## config.mk

```make
export PLATFORM = sky130hd
export DESIGN_NAME = uart_cmd_rx
export DESIGN_NICKNAME = d
export VERILOG_FILES = /design/src/rtl/uart_pkg.sv /design/src/rtl/sync2.sv /design/src/rtl/uart_cmd_rx.sv
export SDC_FILE = /design/constraint.sdc
export NUM_CORES = 1
export LEC_CHECK = 0
export ABC_CLOCK_PERIOD_IN_PS = 2300
export CAP_MARGIN = 30
export CORE_UTILIZATION = 45
export CTS_CLUSTER_SIZE = 10
export DETAILED_ROUTE_END_ITERATION = 7
export GPL_TIMING_DRIVEN = 0
export SKIP_LAST_GASP = 1
export SYNTH_ARGS = -nofsm -noshare
export SYNTH_HDL_FRONTEND = slang
export SYNTH_HIERARCHICAL = 1
export SYNTH_SLANG_ARGS = --single-unit
```

## constraint.sdc

```tcl
create_clock -name clk -period 2.3 [get_ports clk]
set_input_delay 0.345 -clock clk [delete_from_list [all_inputs] [get_ports clk]]
set_output_delay 0.345 -clock clk [all_outputs]
set_load 0.01 [all_outputs]
```

## src/rtl/uart_pkg.sv

```systemverilog
// uart_pkg: shared types and constants for the UART command link
package uart_pkg;
    typedef enum logic [2:0] {IDLE, START, DATA, STOP, BRK} rx_state_t;
    localparam int BAUD_DIV_DEF = 2604;
    localparam int UART_DATA_W = 8;
endpackage

```

## src/rtl/sync2.sv

```systemverilog
// sync2: two-flop synchronizer for an asynchronous input with selectable reset value
module sync2 #(
    parameter logic RST_VAL = 1'b1
) (
    input  logic clk,
    input  logic rst,
    input  logic d,
    output logic q
);
    logic meta;
    // capture into the metastability flop, then re-register
    always_ff @(posedge clk or posedge rst) begin
        if (rst) {q, meta} <= {RST_VAL, RST_VAL};
        else     {q, meta} <= {meta, d};
    end
endmodule

```

## src/rtl/uart_cmd_rx.sv

```systemverilog
// uart_cmd_rx: 8N1 UART receiver with rdy/clr_rdy handshake, framing and overrun reporting
module uart_cmd_rx
    import uart_pkg::*;
#(
    parameter int BAUD_DIV = BAUD_DIV_DEF
) (
    input  logic                   clk,
    input  logic                   rst,
    input  logic                   RX,
    input  logic                   clr_rdy,
    output logic [UART_DATA_W-1:0] rx_data,
    output logic                   rdy,
    output logic                   frm_err,
    output logic                   ovr_err
);
    localparam int CW = $clog2(BAUD_DIV);
    localparam logic [CW-1:0] HALF = CW'(BAUD_DIV / 2 - 1);
    localparam logic [CW-1:0] FULL = CW'(BAUD_DIV - 1);

    rx_state_t state, state_n;
    logic rx_s;
    logic [CW-1:0] cnt;
    logic [3:0] bit_cnt;
    logic [UART_DATA_W:0] shreg;
    logic tick, load_half, load_full, shift, clr_bits, done, ferr;

    sync2 #(.RST_VAL(1'b1)) u_sync (.clk(clk), .rst(rst), .d(RX), .q(rx_s));

    assign tick = (cnt == '0);

    // FSM state register
    always_ff @(posedge clk or posedge rst) begin
        if (rst) state <= IDLE;
        else     state <= state_n;
    end

    // next state and datapath strobes; the start bit is shifted in too so a
    // complete frame is checked for a low start and a high stop bit
    always_comb begin
        state_n   = state;
        load_half = 1'b0;
        load_full = 1'b0;
        shift     = 1'b0;
        clr_bits  = 1'b0;
        done      = 1'b0;
        ferr      = 1'b0;
        case (state)
            IDLE: if (!rx_s) begin
                state_n   = START;
                load_half = 1'b1;
            end
            START: if (tick) begin
                state_n   = rx_s ? IDLE : DATA;
                load_full = !rx_s;
                clr_bits  = !rx_s;
                shift     = !rx_s;
            end
            DATA: if (tick) begin
                shift     = 1'b1;
                load_full = 1'b1;
                state_n   = (bit_cnt == 4'd7) ? STOP : DATA;
            end
            STOP: if (tick) begin
                done    = rx_s && !shreg[0];
                ferr    = !done;
                state_n = done ? IDLE : BRK;
            end
            BRK: if (rx_s) state_n = IDLE;
            default: state_n = IDLE;
        endcase
    end

    // baud counter, bit counter and shift register
    always_ff @(posedge clk or posedge rst) begin
        if (rst) begin
            cnt     <= '0;
            bit_cnt <= '0;
            shreg   <= '0;
        end else begin
            cnt     <= load_half ? HALF : load_full ? FULL : tick ? cnt : cnt - 1'b1;
            bit_cnt <= clr_bits ? 4'd0 : shift ? bit_cnt + 4'd1 : bit_cnt;
            shreg   <= shift ? {rx_s, shreg[UART_DATA_W:1]} : shreg;
        end
    end

    // consumer-facing outputs; a completing byte outranks a same-cycle clr_rdy
    always_ff @(posedge clk or posedge rst) begin
        if (rst) begin
            rx_data <= '0;
            rdy     <= 1'b0;
            frm_err <= 1'b0;
            ovr_err <= 1'b0;
        end else begin
            rx_data <= done ? shreg[UART_DATA_W:1] : rx_data;
            rdy     <= done | (rdy & ~clr_rdy);
            frm_err <= ferr;
            ovr_err <= clr_rdy ? 1'b0 : (ovr_err | (done & rdy));
        end
    end
endmodule

```

== Yosys cells after proc, flatten, opt, wreduce, memory -nomap -nowiden ==
Index checks and enable logic that the tools add are counted.

* Register bits after elaboration: 41
* Input bits: 4
* Word-level logic and storage cells: 61

* Add/subtract/negate cells: 2
* Equality and inequality tests: 11
* Muxes and demuxes: 25
* Bitwise operators: 5
* Reduce and logical (&&, ||, !) cells: 8

{| class="wikitable"
|+ Operator list
! operator !! number
|-
| 2-to-1 mux 12 bit || 3
|-
| 2-to-1 mux 3 bit || 6
|-
| case mux 3 bit (5 select lines) || 1
|-
| logical NOT 12 bit || 1
|-
| subtractor 12 x 1 -> 12 bit (second input constant) || 1
|-
| 2-to-1 mux 1 bit || 11
|-
| 2-to-1 mux 4 bit || 2
|-
| inequality test 2 bit (second input constant) || 4
|-
| equality test 3 x 2 -> 1 bit (second input constant) || 2
|-
| AND reduction 5 bit || 1
|-
| adder 4 x 1 -> 4 bit (second input constant) || 1
|-
| equality test 4 x 3 -> 1 bit (second input constant) || 1
|-
| equality test 3 x 1 -> 1 bit (second input constant) || 1
|-
| equality test 3 bit (second input constant) || 1
|-
| logical NOT 1 bit || 3
|-
| logical NOT 3 bit || 1
|-
| inequality test 3 x 1 -> 1 bit (second input constant) || 1
|-
| bitwise AND 1 bit || 2
|-
| 2-to-1 mux 2 bit || 1
|-
| inequality test 2 x 1 -> 1 bit (second input constant) || 1
|-
| bitwise OR 1 bit || 2
|-
| case mux 1 bit (2 select lines) || 1
|-
| nonzero test 2 bit || 1
|-
| logical AND 1 bit || 1
|-
| inverter 1 bit || 1
|}

== Longest topological paths before layout ==
Gate-level depths: netlist of the first run.

* Word-level depth: 7
* Mapped depth: 7
* Mapped depth without buffers: 6

== By module ==
The synthesis of the first run kept the hierarchy.

{| class="wikitable"
|+ Modules (own cells, without submodules)
! module !! times used !! cells an instance !! area an instance (um2)
|-
| uart_cmd_rx || 1 || 156 || 1841.8
|-
| sync2 || 1 || 3 || 56.3
|}

== Least setup slack after synthesis of the first run ==
OpenSTA, ideal clock, no wires.

* Kind: register -> register
* From: reg cnt[0]
* To: reg rx_data[0]
* Arrival: 1.723 ns
* Data required time: 2.175 ns
* Setup slack: 0.452 ns
* Cell stages (with the launch flop): 7
* Cells stage by stage: dfrtp_1 inv_1 ha_1 nor4b_4 nand3_1 nor3_4 mux2_2

* Word-level cells in the longest chain between the ends: 3

{| class="wikitable"
|+ Ends and longest elaborated chain
! what !! line !! RTL
|-
| from (decl) || uart_cmd_rx.sv:22 || <nowiki>logic [CW-1:0] cnt;</nowiki>
|-
| from (signal assigned) || uart_cmd_rx.sv:80 || <nowiki>cnt <= load_half ? HALF : load_full ? FULL : tick ? cnt : cnt - 1'b1;</nowiki>
|-
| logical NOT 12 bit || uart_cmd_rx.sv:29 || <nowiki>assign tick = (cnt == '0);</nowiki>
|-
| 2-to-1 mux 1 bit || uart_cmd_rx.sv:63 || <nowiki>STOP: if (tick) begin</nowiki>
|-
| 2-to-1 mux 1 bit || uart_cmd_rx.sv:47 || <nowiki>case (state)</nowiki>
|-
| to (signal assigned) || uart_cmd_rx.sv:94 || <nowiki>rx_data <= done ? shreg[UART_DATA_W:1] : rx_data;</nowiki>
|-
| to (decl) || uart_cmd_rx.sv:11 || <nowiki>output logic [UART_DATA_W-1:0] rx_data,</nowiki>
|}

No other way between the ends.
A chain may end at the register's enable or synchronous reset.

== Worst setup path in the final report of the first run ==
* From: reg cnt[0]
* To: reg bit_cnt[2]

* Word-level cells in the longest chain between the ends: 4
* Elaborated cells on any way between the ends: 7

{| class="wikitable"
|+ Ends and longest elaborated chain
! what !! line !! RTL
|-
| logical NOT 12 bit (*) || uart_cmd_rx.sv:29 ||
|-
| 2-to-1 mux 1 bit (on tied branches) || uart_cmd_rx.sv:58, uart_cmd_rx.sv:52 ||
|-
| case mux 1 bit (2 select lines) / 2-to-1 mux 1 bit (equally long branches) || uart_cmd_rx.sv:47 ||
|-
| nonzero test 2 bit (no source line) / 2-to-1 mux 4 bit (equally long branches) || -- ||
|-
| to (signal assigned) || uart_cmd_rx.sv:81 || <nowiki>bit_cnt <= clr_bits ? 4'd0 : shift ? bit_cnt + 4'd1 : bit_cnt;</nowiki>
|-
| to (decl) || uart_cmd_rx.sv:23 || <nowiki>logic [3:0] bit_cnt;</nowiki>
|}

Mark *: on every way between the ends. The rest lies on a longest branch, timed or not.

==> key figures, run 1 <==
Critical path
  • R2R Path End: bit_cnt[2]
  • Critical path type: reg2reg
  • Largest delay contributor family on the critical path: compound AO/OA/AOI/OAI gates
  • Worst EP required: between 2 and 2.5 ns
  • Slowest stage cell, crit path: dfrtp_1
  • Critical Path Start Type: flip-flop
  • R2R Setup Slk: 0.11 ns
  • Highest net fanout along the worst path: 10
  • R2r startpoint: cnt[0]
  • WP buf/inv: 2
  • Worst setup endpoint: bit_cnt[2]
  • CP Launch Point: cnt[0]
  • Cells on worst reg2reg path: 7
  • Largest stage delay, worst path: ~0.42 ns
  • Cell depth of the worst setup path: 7
  • Worst-path cell chain: inv_1 -> ha_1 -> nor4b_4 -> o2111ai_2 -> buf_2 -> o21ai_0 -> a21oi_1
  • Critical path arrival: 2.36 ns
  • CP Capture Type: flip-flop

Timing
  • Final worst path period need: ~2.2 ns
  • Skew final: 0.00678 ns
  • Measured slew at the worst slew-check pin: 0.814 ns
  • Period utilisation layout: 0.952
  • WHS: 0.358 ns
  • Fmax: 0.457 GHz
  • Worst rel slew slack: 0.456
  • Final hold vios: 0
  • Setup-failing EPs final: 0
  • RSZ-0062 raised after global routing: true
  • Final Max Slew Viols: 0

GRT
  • Grt total ovfl: 0
  • Number of global-route vias before repair: 1313
  • Initial antenna violation count: 0
  • Pin count of the biggest net entering global routing: 40
  • Total GRT Usage: 0.186
  • Global-route wire length before repair: ~6 mm

Synth
  • Synth top area share: 0.514
  • Largest area contributor in the netlist: dfrtp_1
  • Syn Nets: 166
  • Most numerous cell in the Yosys netlist: dfrtp_1
  • Fraction of registers with async set/reset: 1.00
  • Syn avg cell area: 11.9 um^2
  • Synth Warn #: 6
  • Post-synth EDFFs: 0
  • Synthesized area: 0.00190 mm^2
  • Synthesized netlist cell count: 159
  • Synth Flop Type: dfrtp_1
  • Seq/Total Area, Yosys: 0.542
  • Netlist cell types: 44
  • Synth top area cells: dfrtp_1 51%, mux2_2 10%, dfstp_2 2.8%
  • Flops & latches, synth: between 40 and 50
  • Commonest cells post-synth: 39 x dfrtp_1, 17 x mux2_2, 9 x nor2_1, 9 x o21ai_0, 8 x nand2_1

Drt
  • DR vias/cell: 5.61
  • Drt wl/cell: 15.9 um
  • Iteration count of the initial detailed-routing pass: 4
  • Final WL: between 3 and 4 mm
  • Post-route ant nets: 0
  • Starting DRC count in detailed routing: 45
  • Vias: roughly 1300
  • Drt drc: 0

Pwr
  • Pleak: 0.975 nW
  • Worst vdd ir: 431 uV
  • Power per cell area: roughly 550 mW/mm^2
  • Tot Pwr: between 1 and 1.5 mW

Clocking
  • Number of buffers created by CTS: 5
  • H-Tree Depth: 2
  • CTS tree: yes
  • CTS Buffer Depth: 2
  • Clock Tree Root: clkbuf_8
  • Clock insertion delay at the later pin of the skew report: 0.30 ns
  • Clock transition at the registers of the reported paths: 0.08 ns
  • Clk sinks: about 40

Job
  • Max-Cap Viols: 0

Finish
  • Count of nets after finishing: between 150 and 200
  • Area Overhead vs Synth: 16.3%
  • Layout filler cell count: 369
  • ANT cells: 0
  • Layout cell share with drive strength beyond 1: 0.247
  • Non-filler cells, final: 232
  • Final Core Density: 0.548

Place
  • GPL Wtd Cong: roughly 0.7
  • Post-DP HPWL: between 2 and 3 mm
  • Cell total after placement: ~220
  • Port Buffers: 14

Hold path
  • HP Class: reg2reg

Die
  • Core footprint: about 0.0040 mm^2
  • Starting density of the core: 0.471
  • Die height: roughly 67 um
  • Die area: 0.00448 mm^2
  • Chip width: 66.9 um
  • FP Rows: 23
  • # IOs: 15

Run status
  • Status: complete, no violations
[worst min path at each step]
stage                  endpoint  cells past startpoint        start  slack [ns]
floorplan           u_sync/meta                      1          rst        0.26
global placement       u_sync/q                      0  u_sync/meta        0.35
detailed placement     u_sync/q                      0  u_sync/meta        0.35
CTS                    u_sync/q                      0  u_sync/meta        0.36
global route           u_sync/q                      0  u_sync/meta        0.37
finish                 u_sync/q                      0  u_sync/meta        0.36
[power by group]
part           internal, mW  total (mW)  switching, mW
sequential            0.723       0.726        0.00212
clock                 0.209       0.464          0.255
combinational       0.00781      0.0263         0.0185
[routing by layer]
metal	vias to the layer above	global-route usage	part of all wire
met5	-	0	0
met4	0	0.0745	0.015
met3	5	0.0634	0.031
met2	20	0.316	0.51
met1	657	0.214	0.44
li1	620	-	-
[state kept, by name, summed over array words and instances (netlist names)]
name and cells:
u_sync/q 1, cnt 12, shreg 9, rx_data 8, frm_err 1, rdy 1, u_sync/meta 1, bit_cnt 4
state 3, ovr_err 1
[placed cells by master (no fill, tap or decap), types with 4 or more instances in the layout]
cell type and instances:
dfrtp_1 39, mux2_2 17, clkdlybuf4s50_1 14, nor2_1 9, nand2_1 8, o21ai_0 8
a21oi_1 7, nor3_1 5, inv_1 5, clkbuf_8 5, xnor2_1 4
[cell families (layout without fill, tap and decap cells)]
kind of cell	Yosys count	count (layout)	synth area share
buf+inv	12	35	0.0277
compound gates	28	28	0.0949
simple gates	51	51	0.181
mux	19	19	0.111
xor+xnor	5	5	0.0231
flops	41	41	0.542
fa+ha+maj	3	3	0.0198
[cell type report]
cell class                      count  area, um^2  area share
Buffer                              6        30.0      0.0136
Timing Repair Buffer               15         160      0.0726
Clock buffer                        5        68.8      0.0312
Multi-Input combinational cell    106         817       0.370
Inverter                            6        22.5      0.0102
Tap cell                           50        62.6      0.0283
Clock inverter                      3        17.5     0.00794
Sequential cell                    41        1030       0.466
[per-stage QoR]
step	setup TNS, ns	setup slack (ns)	area [um^2]
final	0	0.112	2210
after global routing	-0.0410	-0.0226	2210
after CTS	0	0.0150	2190
after detailed placement	0	0.0481	2100
after global placement	0	0.0377	2100
after floorplan	0	0.452	1900
[what timing repair did]
| item | CTS | global route |
|---|---|---|
| setup endpoints to repair | 0 | 15 |
| buffers inserted | 0 | 1 |
| hold buffers | 0 | 0 |
| gates resized for setup | 0 | 1 |
No activity file was read; power rests on OpenSTA's default activity.
==> run 2: changes to the inputs <==
- HOLD_SLACK_MARGIN: default -> 0.03
==> results of run 2 <==
Same layout as run 1: the final DEF is identical, and so are final timing and power.
